## src/rtl/fpu_wb_pkg.sv

```systemverilog
// Shared definitions for the FP result write-back stage: function codes,
// the idle ALU code, the NaN-box pattern and the FSM state encoding.
// Latency: n/a (definitions only). Backpressure: n/a.
package fpu_wb_pkg;

  localparam logic [4:0] FUNC_FMADD   = 5'd0;
  localparam logic [4:0] FUNC_FNMADD  = 5'd1;
  localparam logic [4:0] FUNC_FMSUB   = 5'd2;
  localparam logic [4:0] FUNC_FNMSUB  = 5'd3;
  localparam logic [4:0] FUNC_ADD     = 5'd4;
  localparam logic [4:0] FUNC_SUB     = 5'd5;
  localparam logic [4:0] FUNC_MUL     = 5'd6;
  localparam logic [4:0] FUNC_DIV     = 5'd7;
  localparam logic [4:0] FUNC_FSQRT   = 5'd8;
  localparam logic [4:0] FUNC_FSGNJ   = 5'd9;
  localparam logic [4:0] FUNC_FSGNJN  = 5'd10;
  localparam logic [4:0] FUNC_FSGNJX  = 5'd11;
  localparam logic [4:0] FUNC_MIN_MAX = 5'd12;
  localparam logic [4:0] FUNC_CLASS   = 5'd13;
  localparam logic [4:0] FUNC_FMV_X_W = 5'd14;
  localparam logic [4:0] FUNC_FMV_W_X = 5'd15;

  // Code that enables no ALU unit.
  localparam logic [4:0] FUNC_NOP = 5'h1F;

  // Upper half of a NaN-boxed single-precision value.
  localparam logic [31:0] NANBOX_HI = 32'hFFFF_FFFF;

  typedef enum logic [1:0] {
    IDLE = 2'd0,
    WAIT = 2'd1,
    HOLD = 2'd2
  } state_t;

endpackage

```

## src/rtl/fpu_result_writeback_if.sv

```systemverilog
// Bundles the issue, ALU and write-back signals of the FP result write-back stage.
// Latency: n/a (wiring only). Backpressure: wb_ready stalls the stage, issue_ready reflects it.
// Modports: slave = the write-back stage, master = the issuer/ALU/register-file side.
interface fpu_result_writeback_if #(
  parameter int OP_DATA_WIDTH = 32
);
  // issue side
  logic                     issue_valid;
  logic                     issue_ready;
  logic [4:0]               issue_func;
  logic [4:0]               issue_rd;
  // ALU side
  logic [4:0]               alu_func;
  logic [OP_DATA_WIDTH-1:0] in_fp_fmadd;
  logic [OP_DATA_WIDTH-1:0] in_fp_fnmadd;
  logic [OP_DATA_WIDTH-1:0] in_fp_fmsub;
  logic [OP_DATA_WIDTH-1:0] in_fp_fnmsub;
  logic [OP_DATA_WIDTH-1:0] in_fp_add;
  logic [OP_DATA_WIDTH-1:0] in_fp_sub;
  logic [OP_DATA_WIDTH-1:0] in_fp_mul;
  logic [OP_DATA_WIDTH-1:0] in_fp_div;
  logic [OP_DATA_WIDTH-1:0] in_fp_sqrt;
  logic [OP_DATA_WIDTH-1:0] in_fp_fsgnj;
  logic [OP_DATA_WIDTH-1:0] in_fp_fsgnjn;
  logic [OP_DATA_WIDTH-1:0] in_fp_fsgnjx;
  logic [OP_DATA_WIDTH-1:0] in_fp_min_max;
  logic [OP_DATA_WIDTH-1:0] in_fp_fmv_w_x;
  logic [9:0]               in_class;
  logic [63:0]              in_fmv_x_w;
  // write-back side
  logic                     wb_valid;
  logic                     wb_ready;
  logic [63:0]              wb_data;
  logic [4:0]               wb_rd;
  logic                     wb_is_int;
  logic                     wb_illegal;
  logic                     busy;

  modport slave (
    input  issue_valid, issue_func, issue_rd,
    output issue_ready, alu_func,
    input  in_fp_fmadd, in_fp_fnmadd, in_fp_fmsub, in_fp_fnmsub, in_fp_add,
           in_fp_sub, in_fp_mul, in_fp_div, in_fp_sqrt, in_fp_fsgnj, in_fp_fsgnjn,
           in_fp_fsgnjx, in_fp_min_max, in_fp_fmv_w_x, in_class, in_fmv_x_w,
    input  wb_ready,
    output wb_valid, wb_data, wb_rd, wb_is_int, wb_illegal, busy
  );

  modport master (
    output issue_valid, issue_func, issue_rd,
    input  issue_ready, alu_func,
    output in_fp_fmadd, in_fp_fnmadd, in_fp_fmsub, in_fp_fnmsub, in_fp_add,
           in_fp_sub, in_fp_mul, in_fp_div, in_fp_sqrt, in_fp_fsgnj, in_fp_fsgnjn,
           in_fp_fsgnjx, in_fp_min_max, in_fp_fmv_w_x, in_class, in_fmv_x_w,
    output wb_ready,
    input  wb_valid, wb_data, wb_rd, wb_is_int, wb_illegal, busy
  );

endinterface

```

## src/rtl/fpu_wb_lat_lut.sv

```systemverilog
// Maps an ALU function code to {legal, result latency, integer-destination flag}.
// Latency: purely combinational. Backpressure: none.
// Ports: i_func (code in), o_legal, o_lat (1..15 cycles), o_is_int.
module fpu_wb_lat_lut
  import fpu_wb_pkg::*;
#(
  parameter int LAT_ARITH = 1,
  parameter int LAT_DIV   = 4,
  parameter int LAT_SQRT  = 4,
  parameter int LAT_MISC  = 1
) (
  input  logic [4:0] i_func,
  output logic       o_legal,
  output logic [3:0] o_lat,
  output logic       o_is_int
);

  localparam logic [3:0] L_ARITH = 4'(LAT_ARITH);
  localparam logic [3:0] L_DIV   = 4'(LAT_DIV);
  localparam logic [3:0] L_SQRT  = 4'(LAT_SQRT);
  localparam logic [3:0] L_MISC  = 4'(LAT_MISC);

  always_comb begin
    o_legal  = 1'b0;
    o_lat    = 4'd1;
    o_is_int = 1'b0;
    case (i_func)
      FUNC_FMADD, FUNC_FNMADD, FUNC_FMSUB, FUNC_FNMSUB,
      FUNC_ADD, FUNC_SUB, FUNC_MUL: begin
        o_legal = 1'b1;
        o_lat   = L_ARITH;
      end
      FUNC_DIV: begin
        o_legal = 1'b1;
        o_lat   = L_DIV;
      end
      FUNC_FSQRT: begin
        o_legal = 1'b1;
        o_lat   = L_SQRT;
      end
      FUNC_FSGNJ, FUNC_FSGNJN, FUNC_FSGNJX, FUNC_MIN_MAX, FUNC_FMV_W_X: begin
        o_legal = 1'b1;
        o_lat   = L_MISC;
      end
      FUNC_CLASS, FUNC_FMV_X_W: begin
        o_legal  = 1'b1;
        o_lat    = L_MISC;
        o_is_int = 1'b1;
      end
      default: begin
        o_legal = 1'b0;
        o_lat   = 4'd1;
      end
    endcase
  end

endmodule

```

## src/rtl/fpu_result_writeback.sv

```systemverilog
// Issues one FP op to the ALU, waits its fixed latency, formats the result to 64 bits.
// Latency: wb_valid is sampled high LAT+1 edges after the issue edge; one op per LAT+1 cycles.
// Backpressure: result held stable in HOLD until wb_ready; issue_ready low while busy.
// Ports: CLK, RST (sync, active high), bus = issue/ALU/write-back signals (slave modport).
module fpu_result_writeback
  import fpu_wb_pkg::*;
#(
  parameter int OP_DATA_WIDTH = 32,
  parameter int LAT_ARITH     = 1,
  parameter int LAT_DIV       = 4,
  parameter int LAT_SQRT      = 4,
  parameter int LAT_MISC      = 1
) (
  input  logic                   CLK,
  input  logic                   RST,
  fpu_result_writeback_if.slave  bus
);

  state_t                   r_state, w_state_nxt;
  logic [3:0]               r_cnt, w_cnt_nxt;
  logic [4:0]               r_func, w_func_nxt;
  logic [4:0]               r_rd, w_rd_nxt;
  logic                     r_is_int, w_is_int_nxt;
  logic [63:0]              r_wb_data, w_wb_data_nxt;
  logic [4:0]               r_wb_rd, w_wb_rd_nxt;
  logic                     r_wb_is_int, w_wb_is_int_nxt;
  logic                     r_wb_illegal, w_wb_illegal_nxt;

  logic                     w_legal;
  logic [3:0]               w_lat;
  logic                     w_is_int;
  logic                     w_issue_ready;
  logic                     w_fire;
  logic [OP_DATA_WIDTH-1:0] w_res;
  logic [63:0]              w_capture_dat;

  fpu_wb_lat_lut #(
    .LAT_ARITH (LAT_ARITH),
    .LAT_DIV   (LAT_DIV),
    .LAT_SQRT  (LAT_SQRT),
    .LAT_MISC  (LAT_MISC)
  ) u_lat_lut (
    .i_func   (bus.issue_func),
    .o_legal  (w_legal),
    .o_lat    (w_lat),
    .o_is_int (w_is_int)
  );

  // Retire and re-issue may happen in the same HOLD cycle, so there is no bubble.
  assign w_issue_ready   = (r_state == IDLE) | ((r_state == HOLD) & bus.wb_ready);
  assign w_fire          = bus.issue_valid & w_issue_ready;
  assign bus.issue_ready = w_issue_ready;
  // The ALU only sees a real code in the cycle the op is handed over.
  assign bus.alu_func    = (w_fire & ~RST) ? bus.issue_func : FUNC_NOP;

  assign bus.wb_valid    = (r_state == HOLD);
  assign bus.busy        = (r_state != IDLE);
  assign bus.wb_data     = r_wb_data;
  assign bus.wb_rd       = r_wb_rd;
  assign bus.wb_is_int   = r_wb_is_int;
  assign bus.wb_illegal  = r_wb_illegal;

  // Result select and formatting for the op in flight.
  always_comb begin
    w_res = '0;
    case (r_func)
      FUNC_FMADD:   w_res = bus.in_fp_fmadd;
      FUNC_FNMADD:  w_res = bus.in_fp_fnmadd;
      FUNC_FMSUB:   w_res = bus.in_fp_fmsub;
      FUNC_FNMSUB:  w_res = bus.in_fp_fnmsub;
      FUNC_ADD:     w_res = bus.in_fp_add;
      FUNC_SUB:     w_res = bus.in_fp_sub;
      FUNC_MUL:     w_res = bus.in_fp_mul;
      FUNC_DIV:     w_res = bus.in_fp_div;
      FUNC_FSQRT:   w_res = bus.in_fp_sqrt;
      FUNC_FSGNJ:   w_res = bus.in_fp_fsgnj;
      FUNC_FSGNJN:  w_res = bus.in_fp_fsgnjn;
      FUNC_FSGNJX:  w_res = bus.in_fp_fsgnjx;
      FUNC_MIN_MAX: w_res = bus.in_fp_min_max;
      FUNC_FMV_W_X: w_res = bus.in_fp_fmv_w_x;
      default:      w_res = '0;
    endcase
    w_capture_dat = {NANBOX_HI, w_res[31:0]};
    if (r_func == FUNC_CLASS) begin
      w_capture_dat = {54'd0, bus.in_class};
    end else if (r_func == FUNC_FMV_X_W) begin
      w_capture_dat = bus.in_fmv_x_w;
    end
  end

  always_comb begin
    w_state_nxt      = r_state;
    w_cnt_nxt        = r_cnt;
    w_func_nxt       = r_func;
    w_rd_nxt         = r_rd;
    w_is_int_nxt     = r_is_int;
    w_wb_data_nxt    = r_wb_data;
    w_wb_rd_nxt      = r_wb_rd;
    w_wb_is_int_nxt  = r_wb_is_int;
    w_wb_illegal_nxt = r_wb_illegal;

    case (r_state)
      IDLE: begin
        w_state_nxt = IDLE;
      end
      WAIT: begin
        if (r_cnt != 4'd0) begin
          w_cnt_nxt = r_cnt - 4'd1;
        end else begin
          // The single edge on which the ALU result ports are sampled.
          w_state_nxt      = HOLD;
          w_wb_data_nxt    = w_capture_dat;
          w_wb_rd_nxt      = r_rd;
          w_wb_is_int_nxt  = r_is_int;
          w_wb_illegal_nxt = 1'b0;
        end
      end
      HOLD: begin
        if (bus.wb_ready) begin
          w_state_nxt = IDLE;
        end
      end
      default: begin
        w_state_nxt = IDLE;
      end
    endcase

    // A new op overrides the retire path above (fire implies IDLE or retiring HOLD).
    if (w_fire) begin
      w_func_nxt   = bus.issue_func;
      w_rd_nxt     = bus.issue_rd;
      w_is_int_nxt = w_is_int;
      if (w_legal) begin
        w_state_nxt = WAIT;
        w_cnt_nxt   = w_lat - 4'd1;
      end else begin
        // Illegal codes never reach an ALU unit; report them immediately.
        w_state_nxt      = HOLD;
        w_wb_data_nxt    = '0;
        w_wb_rd_nxt      = bus.issue_rd;
        w_wb_is_int_nxt  = 1'b0;
        w_wb_illegal_nxt = 1'b1;
      end
    end
  end

  always_ff @(posedge CLK) begin
    if (RST) begin
      r_state      <= IDLE;
      r_cnt        <= '0;
      r_func       <= FUNC_NOP;
      r_rd         <= '0;
      r_is_int     <= 1'b0;
      r_wb_data    <= '0;
      r_wb_rd      <= '0;
      r_wb_is_int  <= 1'b0;
      r_wb_illegal <= 1'b0;
    end else begin
      r_state      <= w_state_nxt;
      r_cnt        <= w_cnt_nxt;
      r_func       <= w_func_nxt;
      r_rd         <= w_rd_nxt;
      r_is_int     <= w_is_int_nxt;
      r_wb_data    <= w_wb_data_nxt;
      r_wb_rd      <= w_wb_rd_nxt;
      r_wb_is_int  <= w_wb_is_int_nxt;
      r_wb_illegal <= w_wb_illegal_nxt;
    end
  end

endmodule
```

## src/flat_wrapper.sv

```systemverilog
// flat-port wrapper written by rule: the top's interface ports become plain ports
module fpu_result_writeback_flat import fpu_wb_pkg::*;
#(
  parameter int OP_DATA_WIDTH = 32,
  parameter int LAT_ARITH     = 1,
  parameter int LAT_DIV       = 4,
  parameter int LAT_SQRT      = 4,
  parameter int LAT_MISC      = 1
)
  (CLK, RST, bus_issue_valid, bus_issue_func, bus_issue_rd, bus_issue_ready, bus_alu_func, bus_in_fp_fmadd, bus_in_fp_fnmadd, bus_in_fp_fmsub, bus_in_fp_fnmsub, bus_in_fp_add, bus_in_fp_sub, bus_in_fp_mul, bus_in_fp_div, bus_in_fp_sqrt, bus_in_fp_fsgnj, bus_in_fp_fsgnjn, bus_in_fp_fsgnjx, bus_in_fp_min_max, bus_in_fp_fmv_w_x, bus_in_class, bus_in_fmv_x_w, bus_wb_ready, bus_wb_valid, bus_wb_data, bus_wb_rd, bus_wb_is_int, bus_wb_illegal, bus_busy);
  fpu_result_writeback_if #(.OP_DATA_WIDTH(OP_DATA_WIDTH)) bus_i ();
  input  logic CLK;
  input  logic RST;
  input wire logic [$bits(bus_i.issue_valid)-1:0] bus_issue_valid;
  input wire logic [$bits(bus_i.issue_func)-1:0] bus_issue_func;
  input wire logic [$bits(bus_i.issue_rd)-1:0] bus_issue_rd;
  output wire logic [$bits(bus_i.issue_ready)-1:0] bus_issue_ready;
  output wire logic [$bits(bus_i.alu_func)-1:0] bus_alu_func;
  input wire logic [$bits(bus_i.in_fp_fmadd)-1:0] bus_in_fp_fmadd;
  input wire logic [$bits(bus_i.in_fp_fnmadd)-1:0] bus_in_fp_fnmadd;
  input wire logic [$bits(bus_i.in_fp_fmsub)-1:0] bus_in_fp_fmsub;
  input wire logic [$bits(bus_i.in_fp_fnmsub)-1:0] bus_in_fp_fnmsub;
  input wire logic [$bits(bus_i.in_fp_add)-1:0] bus_in_fp_add;
  input wire logic [$bits(bus_i.in_fp_sub)-1:0] bus_in_fp_sub;
  input wire logic [$bits(bus_i.in_fp_mul)-1:0] bus_in_fp_mul;
  input wire logic [$bits(bus_i.in_fp_div)-1:0] bus_in_fp_div;
  input wire logic [$bits(bus_i.in_fp_sqrt)-1:0] bus_in_fp_sqrt;
  input wire logic [$bits(bus_i.in_fp_fsgnj)-1:0] bus_in_fp_fsgnj;
  input wire logic [$bits(bus_i.in_fp_fsgnjn)-1:0] bus_in_fp_fsgnjn;
  input wire logic [$bits(bus_i.in_fp_fsgnjx)-1:0] bus_in_fp_fsgnjx;
  input wire logic [$bits(bus_i.in_fp_min_max)-1:0] bus_in_fp_min_max;
  input wire logic [$bits(bus_i.in_fp_fmv_w_x)-1:0] bus_in_fp_fmv_w_x;
  input wire logic [$bits(bus_i.in_class)-1:0] bus_in_class;
  input wire logic [$bits(bus_i.in_fmv_x_w)-1:0] bus_in_fmv_x_w;
  input wire logic [$bits(bus_i.wb_ready)-1:0] bus_wb_ready;
  output wire logic [$bits(bus_i.wb_valid)-1:0] bus_wb_valid;
  output wire logic [$bits(bus_i.wb_data)-1:0] bus_wb_data;
  output wire logic [$bits(bus_i.wb_rd)-1:0] bus_wb_rd;
  output wire logic [$bits(bus_i.wb_is_int)-1:0] bus_wb_is_int;
  output wire logic [$bits(bus_i.wb_illegal)-1:0] bus_wb_illegal;
  output wire logic [$bits(bus_i.busy)-1:0] bus_busy;
  assign bus_i.issue_valid = bus_issue_valid;
  assign bus_i.issue_func = bus_issue_func;
  assign bus_i.issue_rd = bus_issue_rd;
  assign bus_issue_ready = bus_i.issue_ready;
  assign bus_alu_func = bus_i.alu_func;
  assign bus_i.in_fp_fmadd = bus_in_fp_fmadd;
  assign bus_i.in_fp_fnmadd = bus_in_fp_fnmadd;
  assign bus_i.in_fp_fmsub = bus_in_fp_fmsub;
  assign bus_i.in_fp_fnmsub = bus_in_fp_fnmsub;
  assign bus_i.in_fp_add = bus_in_fp_add;
  assign bus_i.in_fp_sub = bus_in_fp_sub;
  assign bus_i.in_fp_mul = bus_in_fp_mul;
  assign bus_i.in_fp_div = bus_in_fp_div;
  assign bus_i.in_fp_sqrt = bus_in_fp_sqrt;
  assign bus_i.in_fp_fsgnj = bus_in_fp_fsgnj;
  assign bus_i.in_fp_fsgnjn = bus_in_fp_fsgnjn;
  assign bus_i.in_fp_fsgnjx = bus_in_fp_fsgnjx;
  assign bus_i.in_fp_min_max = bus_in_fp_min_max;
  assign bus_i.in_fp_fmv_w_x = bus_in_fp_fmv_w_x;
  assign bus_i.in_class = bus_in_class;
  assign bus_i.in_fmv_x_w = bus_in_fmv_x_w;
  assign bus_i.wb_ready = bus_wb_ready;
  assign bus_wb_valid = bus_i.wb_valid;
  assign bus_wb_data = bus_i.wb_data;
  assign bus_wb_rd = bus_i.wb_rd;
  assign bus_wb_is_int = bus_i.wb_is_int;
  assign bus_wb_illegal = bus_i.wb_illegal;
  assign bus_busy = bus_i.busy;
  fpu_result_writeback #(.OP_DATA_WIDTH(OP_DATA_WIDTH), .LAT_ARITH(LAT_ARITH), .LAT_DIV(LAT_DIV), .LAT_SQRT(LAT_SQRT), .LAT_MISC(LAT_MISC)) u_core (.CLK(CLK), .RST(RST), .bus(bus_i));
endmodule
```

## config.mk

```make
export PLATFORM = sky130hd
export DESIGN_NAME = fpu_result_writeback_flat
export DESIGN_NICKNAME = d
export VERILOG_FILES = /design/src/rtl/fpu_wb_pkg.sv /design/src/rtl/fpu_result_writeback_if.sv /design/src/rtl/fpu_wb_lat_lut.sv /design/src/rtl/fpu_result_writeback.sv /design/src/flat_wrapper.sv
export SDC_FILE = /design/constraint.sdc
export NUM_CORES = 1
export LEC_CHECK = 0
export ABC_AREA = 1
export CELL_PAD_IN_SITES_DETAIL_PLACEMENT = 1
export CELL_PAD_IN_SITES_GLOBAL_PLACEMENT = 2
export CORE_AREA = 2 2 242 244
export DETAILED_ROUTE_END_ITERATION = 10
export DIE_AREA = 0 0 244 246
export PLACE_DENSITY_LB_ADDON = 0.1
export SLEW_MARGIN = 20
export SYNTH_ARGS = -nofsm -noshare
export SYNTH_HDL_FRONTEND = slang
export SYNTH_HIERARCHICAL = 1
export SYNTH_SLANG_ARGS = --single-unit
```

## constraint.sdc

```tcl
create_clock -name CLK -period 4.15 [get_ports CLK]
set_clock_uncertainty 0.2 [all_clocks]
set_input_delay 0.6225 -clock CLK [delete_from_list [all_inputs] [get_ports CLK]]
set_output_delay 0.6225 -clock CLK [all_outputs]
set_load 0.01 [all_outputs]
```

==> flow_metrics.py <==
metrics = {
    "final_layout": {
        "final_common_cell": "clkdlybuf4s50_1",
        "drive_gt1_share_pct": 3.92,
        "postLayoutCoreUtil_pct": 27.6,
        "mostFrequentLayoutCells": "614 x clkdlybuf4s50_1, 602 x nand2_1, 198 x nor2_1, 178 x nand4_1, 134 x inv_1",
        "regArea_um2": 1770,
        "multi_input_area_um2": 5780,
        "syn_to_final_growth_pct": 84.9,
        "fillers": 7219,
        "final_cell_area_um2": 15800,
        "nNetsFinal": 2702,
    },
    "placed_design": {
        "gp_congestion": 0.881,
        "hpwl_um": 58800,
        "dpl_cell_area_um2": 15500,
        "port_buffers": 614,
    },
    "clock_network": {
        "clk_pin_slew_ns": 0.08,
        "clk_path_buf_depth": 2,
        "cts_setup_buffers": 0,
        "clock-root-buffer": "clkbuf_16",
        "cts_max_level": 3,
        "clk_latency_ns": 0.36,
        "cts_resized": 0,
        "cts_hold_buf": 0,
        "numCtsBuffers": 9,
        "cts_sinks": 88,
        "tritoncts": "yes",
    },
    "synthesis": {
        "post-synth-top-area-cell": "nand2_1",
        "synth.top_cells.by_area": "nand2_1 26%, dfxtp_1 21%, nand4_1 13%",
        "synth_cells": 1623,
        "synth_seq_cells": 88,
        "synth_top_area_share_pct": 26.5,
        "ys_seq_area_share_pct": 20.6,
        "yosys_warnings": 6,
        "synth_enable_flop_cells": 0,
        "synth.cell_area_um2": 8560,
        "async_reset_ff_share_pct": 0,
        "synth_top_flop_cell": "dfxtp_1",
        "synth.distinct_cells": 34,
        "avgSynthCellArea_um2": 5.27,
    },
    "worst_setup_path": {
        "cp-end-kind": "output port",
        "worstSetupStartpoint": "bus_issue_valid",
        "critPathLaunchType": "input pin",
        "r2r-end": "u_core/bus.wb_data[1]",
        "critPathRequiredTime_ns": 3.33,
        "worstPathMaxFanout": 7,
        "rr_worst_depth": 11,
        "crit_type": "in -> out",
        "r2r-start": "u_core/r_func[2]",
        "crit_arrival_ns": 2.69,
        "rrSetupSlack_ns": 1.10,
    },
    "die": {
        "dieArea_um2": 60000,
        "io-pin-count": 615,
        "core_um2": 57400,
        "die_w_um": 244,
        "rows": 88,
        "fp.dieH_um": 246,
        "start_util_pct": 14.9,
    },
    "detailed_routing": {
        "dr.pass1.iters": 5,
        "vias": 13100,
        "drcViolationCount": 0,
        "ant_nets": 0,
        "vias_per_cell": 4.44,
        "drtIter0Drc": 578,
        "wl_per_cell_um": 24.8,
        "routed_wl_um": 73000,
    },
    "timing": {
        "finalHoldViolCount": 0,
        "slew_headroom_pct": 35.5,
        "fin_crit_sh_pct": 84.7,
        "clock.fmax_ghz": 0.284,
        "maxSlewViolCount": 0,
        "setup_viol": 0,
        "tightest_slew_ns": 0.966,
        "tns_ns": 0,
        "min_period_ns": 3.52,
        "rsz0062_at_grt": "no",
    },
    "run_status": {
        "status": "complete, no violations",
    },
    "grt": {
        "grt_max_degree": 77,
        "grt_antenna_before_repair": 13,
        "grt.total_usage_pct": 23.6,
        "grt_pass1_wl_um": 103000,
        "grt_overflow": 0,
        "grt_pass1_vias": 13700,
    },
    "hold_path": {
        "min_from": "u_core/r_rd[4]",
        "min_path_type": "reg -> reg",
        "min_to": "u_core/r_rd[4]",
        "holdPathStages": 2,
    },
    "power_and_ir_drop": {
        "leakage_nw": 6.93,
        "cellPowerDensity_nw_per_um2": 181,
        "ir_worst_vdd_mv": 0.212,
        "finalPower_mw": 2.86,
    },
    "flow_run": {
        "cap_violations": 0,
    },
}
==> per-stage QoR <==
stage               worst slack (ns)  hold slack [ns]  instances
finish                         0.633            0.256       2941
detailed placement             0.642            0.246       2917
global route                   0.500            0.283       2938
CTS                            0.628            0.263       2933
global placement               0.699            0.229       2917
floorplan                       1.63            0.219       1624
==> synth_stat cells, drive strengths merged (2+ instances only) <==
| cell type | number |
|---|---|
| nand2 | 607 |
| nor2 | 216 |
| nand4 | 178 |
| inv | 142 |
| nand3 | 101 |
| dfxtp | 88 |
| a21oi | 80 |
| buf | 72 |
| clkbuf | 44 |
| nor3 | 40 |
| o21ai | 19 |
| clkinv | 6 |
| o21a | 5 |
| or2 | 5 |
| a31oi | 4 |
| a22o | 3 |
| ha | 3 |
| a32oi | 2 |
| o32ai | 2 |
==> layout make-up <==
| type | instances | share of cell area (%) |
|---|---|---|
| Timing Repair Buffer | 644 | 40.7 |
| Multi-Input combinational cell | 1272 | 36.5 |
| Sequential cell | 88 | 11.2 |
| Tap cell | 765 | 6.05 |
| Inverter | 148 | 3.53 |
| Clock buffer | 9 | 1.42 |
| Clock inverter | 7 | 0.459 |
| Antenna cell | 8 | 0.127 |
==> layer usage <==
| layer | wire length [µm] | vias to the layer above | track usage [%] |
|---|---|---|---|
| met5 | 61 | - | 0 |
| met4 | 1030 | 10 | 4.32 |
| met3 | 4570 | 39 | 5.85 |
| met2 | 37100 | 367 | 42.8 |
| met1 | 30300 | 6273 | 28.3 |
| li1 | - | 6361 | - |
==> worst max path at each step <==
stage | to | slack, ns | depth (start not counted)
after floorplan | bus_alu_func[0] | 1.63 | 6
after global placement | bus_alu_func[0] | 0.70 | 8
after detailed placement | bus_alu_func[0] | 0.64 | 8
after CTS | bus_alu_func[0] | 0.63 | 8
after global routing | bus_alu_func[3] | 0.50 | 8
final | bus_alu_func[0] | 0.63 | 8
==> flip-flops by register name, indices dropped and copies added, names as in the netlist <==
signal                 cells
u_core/r_state             2
u_core/r_rd                5
u_core/r_is_int            1
u_core/r_func              5
u_core/bus.wb_data        64
u_core/r_cnt               4
u_core/bus.wb_is_int       1
u_core/bus.wb_illegal      1
u_core/bus.wb_rd           5
==> cell families after synthesis <==
family / count (synthesis) / synth area share [%]
simple gates: 1147 / 58.5
buf+inv: 264 / 12.7
compound gates: 118 / 7.50
flops: 88 / 20.6
fa+ha+maj: 3 / 0.439
xor+xnor: 2 / 0.205
other cells: 1 / 0.0438
==> report_power, final <==
| group | switching [mW] | leakage, nW | total, mW | internal [mW] |
|---|---|---|---|---|
| sequential | 0.0376 | 0.714 | 0.918 | 0.880 |
| clock | 0.418 | 0.143 | 0.845 | 0.426 |
| combinational | 0.501 | 6.07 | 1.09 | 0.594 |
| total | 0.957 | 6.93 | 2.86 | 1.90 |
==> critical path, cell delays in order <==
cell	delay, ns
clkdlybuf4s50_1	0.46
inv_1	0.04
nor3_1	0.36
inv_1	0.11
nor2_1	0.13
inv_1	0.15
or2_2	0.32
clkdlybuf4s50_1	0.49
No activity file was read; power rests on OpenSTA's default activity.
